`config.mk`:
```
export PLATFORM = sky130hd
export DESIGN_NAME = sid_write_scheduler_flat
export DESIGN_NICKNAME = d
export VERILOG_FILES = /design/src/rtl/sid_write_scheduler_if.sv /design/src/rtl/sid_write_scheduler.sv /design/src/flat_wrapper.sv
export SDC_FILE = /design/constraint.sdc
export NUM_CORES = 1
export LEC_CHECK = 0
export BUFFER_PORTS_ARGS = -buffer_cell sky130_fd_sc_hd__buf_2
export CORE_AREA = 3 3 125 79
export CTS_CLUSTER_DIAMETER = 120
export DETAILED_ROUTE_END_ITERATION = 8
export DIE_AREA = 0 0 128 82
export GPL_ROUTABILITY_DRIVEN = 0
export PLACE_DENSITY = 0.61
export RECOVER_POWER = 50
export SYNTH_ARGS = -nofsm -noshare
export SYNTH_HDL_FRONTEND = slang
export SYNTH_SLANG_ARGS = --single-unit
export TNS_END_PERCENT = 100
```
`constraint.sdc`:
```
create_clock -name clk -period 4.03 [get_ports clk]
set_input_delay 0.2015 -clock clk [delete_from_list [all_inputs] [get_ports clk]]
set_output_delay 0.2015 -clock clk [all_outputs]
set_load 0.01 [all_outputs]
```
`src/rtl/sid_write_scheduler_if.sv`:
```
// Command and SID-side bus of sid_write_scheduler: two requester ports plus the SID write port.
// The scheduler uses the slave view; command sources and the SID core see the master view.
interface sid_write_scheduler_if;
    logic       a_valid;
    logic       a_ready;
    logic [4:0] a_addr;
    logic [7:0] a_data;
    logic       b_valid;
    logic       b_ready;
    logic [4:0] b_addr;
    logic [7:0] b_data;
    logic       sid_ce_1m;
    logic       sid_we;
    logic [4:0] sid_addr;
    logic [7:0] sid_data;
    logic       busy;

    modport master (
        output a_valid, a_addr, a_data, b_valid, b_addr, b_data,
        input  a_ready, b_ready, sid_ce_1m, sid_we, sid_addr, sid_data, busy
    );

    modport slave (
        input  a_valid, a_addr, a_data, b_valid, b_addr, b_data,
        output a_ready, b_ready, sid_ce_1m, sid_we, sid_addr, sid_data, busy
    );
endinterface

```
`src/rtl/sid_write_scheduler.sv`:
```
// Two-requester SID write arbiter with command FIFO, 1 MHz tick divider and delay interpreter.
// Optional macro SID_SCHED_PRIO_EN: requester B gets strict priority instead of round-robin.
module sid_write_scheduler #(
    parameter int unsigned FIFO_DEPTH = 4,
    parameter int unsigned CE_DIV     = 12,
    parameter int unsigned WAIT_WIDTH = 8
) (
    input logic               clk,
    input logic               reset,
    sid_write_scheduler_if.slave bus
);
    localparam int unsigned      PTR_W      = $clog2(FIFO_DEPTH);
    localparam int unsigned      DIV_W      = $clog2(CE_DIV);
    localparam logic [DIV_W-1:0] DIV_TOP    = DIV_W'(CE_DIV - 1);
    localparam logic [PTR_W:0]   CNT_FULL   = (PTR_W + 1)'(FIFO_DEPTH);
    localparam logic [4:0]       DELAY_ADDR = 5'h1f;

    typedef enum logic [1:0] {StIdle, StWrite, StWait} state_e;

    state_e                r_state;
    state_e                w_state_next;
    logic [DIV_W-1:0]      r_div;
    logic [12:0]           r_mem [FIFO_DEPTH];
    logic [PTR_W-1:0]      r_wptr;
    logic [PTR_W-1:0]      r_rptr;
    logic [PTR_W:0]        r_count;
    logic [WAIT_WIDTH-1:0] r_wait;
    logic                  r_last_b;
    logic [4:0]            r_sid_addr;
    logic [7:0]            r_sid_data;

    logic        w_tick;
    logic        w_slot;
    logic        w_full;
    logic        w_empty;
    logic        w_grant_a;
    logic        w_grant_b;
    logic        w_push;
    logic        w_pop;
    logic [12:0] w_push_cmd;
    logic [12:0] w_head;
    logic        w_head_delay;

    assign w_tick       = (r_div == '0);
    assign w_slot       = (r_div == DIV_TOP);
    // Holding the FIFO full during reset forces both ready outputs low.
    assign w_full       = reset || (r_count == CNT_FULL);
    assign w_empty      = (r_count == '0);
    assign w_head       = r_mem[r_rptr];
    assign w_head_delay = (w_head[12:8] == DELAY_ADDR);
    assign w_pop        = w_slot && (r_state == StIdle) && (r_wait == '0) && !w_empty;

`ifdef SID_SCHED_PRIO_EN
    assign w_grant_b = !w_full && bus.b_valid;
    assign w_grant_a = !w_full && bus.a_valid && !bus.b_valid;
`else
    assign w_grant_a = !w_full && bus.a_valid && (!bus.b_valid || r_last_b);
    assign w_grant_b = !w_full && bus.b_valid && (!bus.a_valid || !r_last_b);
`endif

    assign w_push     = w_grant_a || w_grant_b;
    assign w_push_cmd = w_grant_b ? {bus.b_addr, bus.b_data} : {bus.a_addr, bus.a_data};

    always_ff @(posedge clk or posedge reset) begin
        if (reset) begin
            r_div <= DIV_TOP;
        end else if (w_tick) begin
            r_div <= DIV_TOP;
        end else begin
            r_div <= r_div - 1'b1;
        end
    end

    always_ff @(posedge clk) begin
        if (w_push) begin
            r_mem[r_wptr] <= w_push_cmd;
        end
    end

    always_ff @(posedge clk or posedge reset) begin
        if (reset) begin
            r_wptr   <= '0;
            r_rptr   <= '0;
            r_count  <= '0;
            r_last_b <= 1'b1;
        end else begin
            if (w_push) begin
                r_wptr   <= r_wptr + 1'b1;
                r_last_b <= w_grant_b;
            end
            if (w_pop) begin
                r_rptr <= r_rptr + 1'b1;
            end
            unique case ({w_push, w_pop})
                2'b10:   r_count <= r_count + 1'b1;
                2'b01:   r_count <= r_count - 1'b1;
                default: r_count <= r_count;
            endcase
        end
    end

    always_ff @(posedge clk or posedge reset) begin
        if (reset) begin
            r_wait     <= '0;
            r_sid_addr <= '0;
            r_sid_data <= '0;
        end else begin
            if (w_pop && w_head_delay) begin
                r_wait <= WAIT_WIDTH'(w_head[7:0]);
            end else if ((r_state == StWait) && w_tick && (r_wait != '0)) begin
                r_wait <= r_wait - 1'b1;
            end
            if (w_pop && !w_head_delay) begin
                r_sid_addr <= w_head[12:8];
                r_sid_data <= w_head[7:0];
            end
        end
    end

    always_ff @(posedge clk or posedge reset) begin
        if (reset) begin
            r_state <= StIdle;
        end else begin
            r_state <= w_state_next;
        end
    end

    // A delay of N leaves WAIT on the tick edge after the count has reached zero: N+1 ticks.
    always_comb begin
        w_state_next = r_state;
        unique case (r_state)
            StIdle:  if (w_pop) w_state_next = w_head_delay ? StWait : StWrite;
            StWrite: if (w_tick) w_state_next = StIdle;
            StWait:  if (w_tick && (r_wait == '0)) w_state_next = StIdle;
            default: w_state_next = StIdle;
        endcase
    end

    always_comb begin
        bus.a_ready   = w_grant_a;
        bus.b_ready   = w_grant_b;
        bus.sid_ce_1m = w_tick && !reset;
        bus.sid_we    = (r_state == StWrite);
        bus.sid_addr  = r_sid_addr;
        bus.sid_data  = r_sid_data;
        bus.busy      = !w_empty || (r_state != StIdle) || (r_wait != '0);
    end
endmodule

```
`src/flat_wrapper.sv`:
```
// flat-port wrapper written by rule: the top's interface ports become plain ports
module sid_write_scheduler_flat 
#(
    parameter int unsigned FIFO_DEPTH = 4,
    parameter int unsigned CE_DIV     = 12,
    parameter int unsigned WAIT_WIDTH = 8
)
  (clk, reset, bus_a_valid, bus_a_addr, bus_a_data, bus_b_valid, bus_b_addr, bus_b_data, bus_a_ready, bus_b_ready, bus_sid_ce_1m, bus_sid_we, bus_sid_addr, bus_sid_data, bus_busy);
  sid_write_scheduler_if bus_i ();
  input logic clk;
  input logic reset;
  input wire logic [$bits(bus_i.a_valid)-1:0] bus_a_valid;
  input wire logic [$bits(bus_i.a_addr)-1:0] bus_a_addr;
  input wire logic [$bits(bus_i.a_data)-1:0] bus_a_data;
  input wire logic [$bits(bus_i.b_valid)-1:0] bus_b_valid;
  input wire logic [$bits(bus_i.b_addr)-1:0] bus_b_addr;
  input wire logic [$bits(bus_i.b_data)-1:0] bus_b_data;
  output wire logic [$bits(bus_i.a_ready)-1:0] bus_a_ready;
  output wire logic [$bits(bus_i.b_ready)-1:0] bus_b_ready;
  output wire logic [$bits(bus_i.sid_ce_1m)-1:0] bus_sid_ce_1m;
  output wire logic [$bits(bus_i.sid_we)-1:0] bus_sid_we;
  output wire logic [$bits(bus_i.sid_addr)-1:0] bus_sid_addr;
  output wire logic [$bits(bus_i.sid_data)-1:0] bus_sid_data;
  output wire logic [$bits(bus_i.busy)-1:0] bus_busy;
  assign bus_i.a_valid = bus_a_valid;
  assign bus_i.a_addr = bus_a_addr;
  assign bus_i.a_data = bus_a_data;
  assign bus_i.b_valid = bus_b_valid;
  assign bus_i.b_addr = bus_b_addr;
  assign bus_i.b_data = bus_b_data;
  assign bus_a_ready = bus_i.a_ready;
  assign bus_b_ready = bus_i.b_ready;
  assign bus_sid_ce_1m = bus_i.sid_ce_1m;
  assign bus_sid_we = bus_i.sid_we;
  assign bus_sid_addr = bus_i.sid_addr;
  assign bus_sid_data = bus_i.sid_data;
  assign bus_busy = bus_i.busy;
  sid_write_scheduler #(.FIFO_DEPTH(FIFO_DEPTH), .CE_DIV(CE_DIV), .WAIT_WIDTH(WAIT_WIDTH)) u_core (.clk(clk), .reset(reset), .bus(bus_i));
endmodule
```
==> flow_metrics.tcl, run 1 <==
set metrics [dict create \
    status "finished, violations left" \
    violations "max-capacitance violations, max-slew violations" \
    power.switching_mw 1.18 \
    drv_slew 36 \
    syn_avg_cell_area_um2 13.8 \
    cts_tree "yes" \
    worst_pin_slew_ps 1860 \
    grt_usage_pct 14.8 \
    die_x_um 128 \
    clk_pin_slew_ps 60 \
    grt_pass1_vias 2238 \
    p_leak_nw 1.75 \
    swShare_pct 35.6 \
    crit_buf_inv 3 \
    ys_seq_area_share_pct 62.8 \
    crit_required_ps 4290 \
    synth_cell_types 48 \
    final.period_utilization_pct 74.8 \
    crit_arrival_ps 3270 \
    fin_tns_setup_ps 0 \
    drc_errors 0 \
    grt-ovfl-total 0 \
    crit_type "flop to flop" \
    dieArea_um2 10500 \
    synth_fp_nets 321 \
    clock_latency_ps 340 \
    setup_viol 0 \
    clock-sinks 87 \
    ys.flop_type "edfxtp_1" \
    synth_area_um2 3890 \
    ant_nets 0 \
    hold_path.class "primary input to flop" \
    rows 27 \
    grt_pass1_wl_mm 11.6 \
    finalHoldViolCount 0 \
    yosysTopAreaCellShare_pct 40.2 \
    crit_path_top_delay_cell "nor3b_1" \
    synthToLayoutAreaGrowth_pct 14.4 \
    cts_buffers 9 \
    ctsResizeCount 0 \
    cap_violations 1 \
    initial_utilization_pct 43.6 \
    grt_max_degree 36 \
    synth_seq_cells 87 \
    rsz0062_at_grt "false" \
    synth_area_leaders "edfxtp_1 40%, dfrtp_1 20%, mux2_2 5.8%, mux4_2 4.1%, ha_1 2.9%" \
    synthCells 281 \
    cp-end-kind "flop" \
    fp.dieH_um 82 \
    root_buffer "clkbuf_16" \
    synth_top_area_cell "edfxtp_1" \
    antenna_found_initial 0 \
    cts_setup_buffers 0 \
    htreeDepth 3 \
    power_density_nw_per_um2 745 \
    finClkSkew_ps 5.39 \
    maxSlewHeadroom_pct -24.2 \
    core_um2 8920 \
    period_needed_ps 3010 \
    crit_family "simple AND/OR/NAND/NOR gates" \
    whs_ps 60.1 \
    yosysWarnings 0 \
    synth_edf_count 52 \
    worst_path_most_repeated_cell "inv_1" \
    internal_power_mw 2.13 \
    fillers 784 \
    wl_per_cell_um 15.3 \
    clk_path_buf_depth 2 \
    max_freq_mhz 332 \
    combPwrFrac_pct 37.1 \
    pwr-share-seq_pct 41.3 \
    cp_cell_sequence "inv_1 > ha_1 > nor3b_1 > and2_0 > nand3_1 > inv_1 > ha_1 > inv_1 > fa_1 > xor2_1 > nor2_1 > xor2_1" \
    vias 2266 \
    hold_buffers 0 \
    drive_gt1_share_pct 23.7 \
    first_pass_iters 4 \
    slowest_delay_ps 510 \
    diodes 0 \
    port_buffers 47 \
    drtIter0Drc 106 \
    nets 374 \
    crit_path_start_kind "flop" \
    clkPwrFrac_pct 21.6 \
    io_pins 48 \
    vdd_drop_max_mv 0.360 \
    async_flop_share_pct 40.2 \
    dp_hpwl_mm 4.99 \
    routed_wl_mm 6.94 \
    viasPerCell 4.99 \
    path_max_fanout 9 \
]
final timing paths:
kind                                     endpoint  cells past startpoint  slack [ps]              start
max reg2reg                     u_core.r_count[2]                     12        1020   u_core.r_wait[0]
min in group asynchronous  u_core.bus.sid_addr[1]                      3         550              reset
min reg2reg                     u_core.r_count[2]                      1         490  u_core.r_count[2]
max in group asynchronous  u_core.bus.sid_data[1]                      3        2400              reset
max                             u_core.r_count[2]                     12        1020   u_core.r_wait[0]
min                               u_core.r_last_b                      2          60        bus_a_valid
synth_stat cells, types with 2 or more instances:
cell type  count
nand2_1       24
o22a_1         2
mux4_2         7
buf_2          3
and2_1         5
inv_1         17
xnor2_1        7
dfrtp_1       31
nand3_1        8
dfstp_2        4
and3_2         3
ha_1           9
edfxtp_1      52
o21ai_1        8
a31oi_1        2
clkbuf_1       2
mux2i_1        6
xor2_1         5
nor4_2         2
o22ai_1        2
o21ai_0       12
a21oi_1        8
mux2_2        20
nand2b_1       2
nor2_1        17
layer usage:
| layer | vias up | track usage, % | share of wire (%) |
|---|---|---|---|
| li1 | 1122 | - | - |
| met1 | 1091 | 20.6 | 50 |
| met2 | 44 | 21.6 | 44 |
| met3 | 9 | 5.33 | 5.3 |
| met4 | 0 | 5.08 | 1.2 |
| met5 | - | 0 | 0 |
flip-flops by register name, indices dropped and copies added (netlist names):
name and flops:
u_core.bus.sid_data 8, u_core.bus.sid_addr 5, u_core.r_state 2, u_core.r_div 4
u_core.r_rptr 2, u_core.r_count 3, u_core.r_mem 52, u_core.r_wait 8
u_core.r_wptr 2, u_core.r_last_b 1
through the flow:
step                      std cells  utilization, %  power [mW]  cell area (um2)  worst slack [ps]
after floorplan                 281               -        2.33             3890              1590
after global placement          439            47.5        2.64             4240              1380
after detailed placement        439            47.5        2.68             4240              1270
after CTS                       454            50.3        3.40             4490              1250
after global routing            454            49.9        3.59             4450               670
final                           454            49.9        3.31             4450              1020
cell usage in the layout (no fill, tap or decap), drive strengths merged, types with 3 or more instances in the layout:
master	instances
nand2	24
xnor2	7
mux4	7
and3	4
dfrtp	31
nand3	8
inv	17
mux2i	6
buf	31
a21oi	8
o21ai	21
xor2	5
mux2	21
clkinv	3
dfstp	4
nor4	3
edfxtp	52
and2	6
ha	9
clkbuf	30
nor2	17
area by class of cell:
type | instances | area (um2) | share of cell area, %
timing repair buffer | 49 | 225 | 5.06
clock buffer | 12 | 236 | 5.32
sequential | 87 | 2440 | 54.9
multi-input combinational | 170 | 1320 | 29.8
inverter | 17 | 63.8 | 1.43
tap | 116 | 145 | 3.26
clock inverter | 3 | 11.3 | 0.253
cells by family after synthesis:
family,synth area share [%]
muxes,11.7
DFF,62.8
xor gates and xnor gates,2.70
AOI/OAI and AO/OA,6.31
buffers and inverters,2.77
adders and majority gates,3.41
and+or+nand+nor,10.3
power by group through the flow:
stage	Clock (mW)	Combinational [mW]	Sequential, mW
after floorplan	0	0.985	1.35
after global placement	0	1.26	1.38
after detailed placement	0	1.29	1.39
after CTS	0.732	1.29	1.37
after global routing	0.768	1.42	1.40
final	0.715	1.23	1.37
Note: power is estimated with default switching activity, not from simulation.
==> run 2: changes to the inputs <==
--- a/config.mk
+++ b/config.mk
@@ -5,11 +5,12 @@
 export SDC_FILE = /design/constraint.sdc
 export NUM_CORES = 1
 export LEC_CHECK = 0
+export ABC_AREA = 1
 export BUFFER_PORTS_ARGS = -buffer_cell sky130_fd_sc_hd__buf_2
-export CORE_AREA = 3 3 125 79
+export CORE_AREA = 3 3 128 80
 export CTS_CLUSTER_DIAMETER = 120
 export DETAILED_ROUTE_END_ITERATION = 8
-export DIE_AREA = 0 0 128 82
+export DIE_AREA = 0 0 131 83
 export GPL_ROUTABILITY_DRIVEN = 0
 export PLACE_DENSITY = 0.61
 export RECOVER_POWER = 50
==> constraint.sdc (replaced) <==
create_clock -name clk -period 2.8 [get_ports clk]
set_input_delay 0.14 -clock clk [delete_from_list [all_inputs] [get_ports clk]]
set_output_delay 0.14 -clock clk [all_outputs]
set_load 0.01 [all_outputs]
==> flow_metrics.tcl, run 2 <==
set metrics [dict create \
    cts_buffers 9 \
    synth_edf_count 52 \
    mostFrequentLayoutCells "107 x nand2_1, 52 x edfxtp_1, 40 x inv_1, 38 x nor2_1, 35 x nand3_1" \
    cp-end-kind "flop" \
    cts_setup_buffers 0 \
    synth_area_um2 4100 \
    drtIter0Drc 151 \
    drive_gt1_share_pct 15.9 \
    power_density_nw_per_um2 1140 \
    top_register "u_core.r_mem" \
    ys_seq_area_share_pct 59.5 \
    cp-startpoint "u_core.r_div[0]" \
    period_needed_ps 2460 \
    worst_pin_slew_ps 1920 \
    violations "max-capacitance violations, max-slew violations" \
    hold_path.class "primary input to flop" \
    final.period_utilization_pct 87.9 \
    clk_pin_slew_ps 60 \
    syn_avg_cell_area_um2 9.99 \
    combPwrFrac_pct 44.6 \
    crit_arrival_ps 2670 \
    dp_hpwl_mm 6.16 \
    cp_cell_sequence "ha_1 > nand3_1 > nor2_1 > nand3_2 > clkinv_4 > ha_1 > inv_1 > fa_1 > a21oi_1 > o21ai_0 > xor2_1" \
    dieArea_um2 10900 \
    max_freq_mhz 406 \
    drv_slew 36 \
    crit_type "flop to flop" \
    yosysTopAreaCellShare_pct 38.0 \
    power.switching_mw 2.25 \
    antenna_found_initial 0 \
    fp.dieH_um 83 \
    whs_ps 146 \
    grt_pass1_wl_mm 14.2 \
    vias 2924 \
    hold_path_startpoint "bus_b_addr[4]" \
    cts_tree "yes" \
    clock_latency_ps 330 \
    routed_wl_mm 8.61 \
    finClkSkew_ps 5.22 \
    p_leak_nw 2.14 \
    min_to "u_core.r_mem[2][12]" \
    cap_violations 1 \
    die_x_um 131 \
    yosysMostFrequentCell "nand2_1" \
    final_common_cell "nand2_1" \
    rows 27 \
    ant_nets 0 \
    path_max_fanout 19 \
    root_buffer "clkbuf_16" \
    clkPwrFrac_pct 19.7 \
    setup_viol 0 \
    port_buffers 47 \
    regToRegSetupSlack_ps 340 \
    crit_path_top_delay_cell "dfstp_1" \
    r2r_cells 11 \
    synthToLayoutAreaGrowth_pct 15.1 \
    reg2reg_to "u_core.r_count[2]" \
    io_pins 48 \
    synth_top_area_cell "edfxtp_1" \
    fin_tns_setup_ps 0 \
    synth_cell_types 35 \
    hold_buffers 1 \
    hold_depth 3 \
    maxSlewHeadroom_pct -27.9 \
    slowest_delay_ps 570 \
    crit_required_ps 3010 \
    rsz0062_at_grt "false" \
    largest_reg_flops 52 \
    grt-ovfl-total 0 \
    diodes 0 \
    clk_path_buf_depth 2 \
    nets 508 \
    swShare_pct 41.9 \
    async_flop_share_pct 40.2 \
    pwr-share-seq_pct 35.7 \
    r2r-start "u_core.r_div[0]" \
    ctsResizeCount 0 \
    status "finished, violations left" \
    viasPerCell 4.85 \
    worst_path_most_repeated_cell "ha_1" \
    grt_max_degree 36 \
    initial_utilization_pct 44.8 \
    crit_buf_inv 2 \
    wl_per_cell_um 14.3 \
    crit_family "adder cells" \
    core_um2 9160 \
    grt_pass1_vias 2848 \
    crit_path_start_kind "flop" \
    yosysWarnings 0 \
    synthTopCellsByCount "107 x nand2_1, 52 x edfxtp_1, 40 x inv_1, 38 x nor2_1, 35 x nand3_1" \
    synthCells 411 \
    internal_power_mw 3.12 \
    ys.flop_type "edfxtp_1" \
    grt_usage_pct 17.1 \
    vdd_drop_max_mv 0.480 \
    finalHoldViolCount 0 \
    drc_errors 0 \
    first_pass_iters 4 \
    synth_fp_nets 451 \
    synth_area_leaders "edfxtp_1 38%, dfrtp_1 19%, nand2_1 9.8%, nand3_1 4.3%, inv_1 3.7%" \
    clock-sinks 87 \
    htreeDepth 3 \
    synth_seq_cells 87 \
]
[run 2: changes by cell type in the layout (fill, tap and decap cells not counted), sizes merged, moves of 10 or more]
| cell | before | now |
|---|---|---|
| nor2 | 17 | 43 |
| mux2 | 21 | 0 |
| nand2 | 24 | 111 |
| buf | 31 | 41 |
| nand3 | 8 | 40 |
| inv | 17 | 42 |
[run 2: cells by family after synthesis]
logic type / after synthesis / synth area share [%]
AND/OR/NAND/NOR: 208 / 23.0
flip-flops: 87 / 59.5
buffers and inverters: 56 / 6.80
AO/OA/AOI/OAI: 40 / 5.37
XOR/XNOR: 10 / 2.13
adder cells (fa/ha/maj): 10 / 3.23
[run 2: final cells by class]
type	instances	area, um2
clock buffer	12	236
clock inverter	4	25.0
sequential	87	2440
fill	871	4430
multi-input combinational	268	1380
inverter	43	174
timing repair buffer	59	302
tap	130	163
[run 2: how the worst max path moves through the flow]
stage | endpoint | slack (ps) | cells past startpoint
3_5_place_dp | u_core.r_count[2] | 370 | 11
6_report | u_core.r_count[2] | 340 | 11
5_1_grt | u_core.bus.sid_data[3] | 110 | 4
4_1_cts | u_core.r_count[2] | 370 | 11
3_3_place_gp | u_core.r_count[2] | 420 | 11
2_1_floorplan | u_core.r_count[2] | 460 | 12
[run 2: worst register-to-register path, stage by stage, from the launching register on]
cell and delay (ps):
dfstp_1 570, ha_1 160, nand3_1 90, nor2_1 160
nand3_2 160, clkinv_4 180, ha_1 160, inv_1 70
fa_1 380, a21oi_1 140, o21ai_0 110, xor2_1 160
[run 2: metal layers]
layer,up-vias,track usage [%],wire (um)
met1,1392,24.4,4170
met2,45,25.0,3840
met5,-,0,0
met3,10,4.82,464
li1,1477,-,-
met4,0,5.79,130
[run 2: power by group through the flow]
stage	logic, mW	registers, mW	clock network [mW]
after floorplan	1.92	1.93	0
after global routing	2.73	1.95	1.13
after CTS	2.46	1.92	1.09
final	2.39	1.92	1.06
after global placement	2.38	1.93	0
after detailed placement	2.44	1.94	0
[run 2: per-stage QoR]
stage	total power [mW]	utilization, %	area (um2)	setup slack [ps]	cells
finish	5.36	51.6	4720	338	603
global route	5.82	51.6	4720	113	603
CTS	5.47	51.9	4750	374	603
detailed placement	4.38	48.9	4480	375	586
global placement	4.32	48.9	4480	424	586
floorplan	3.84	-	4100	463	411
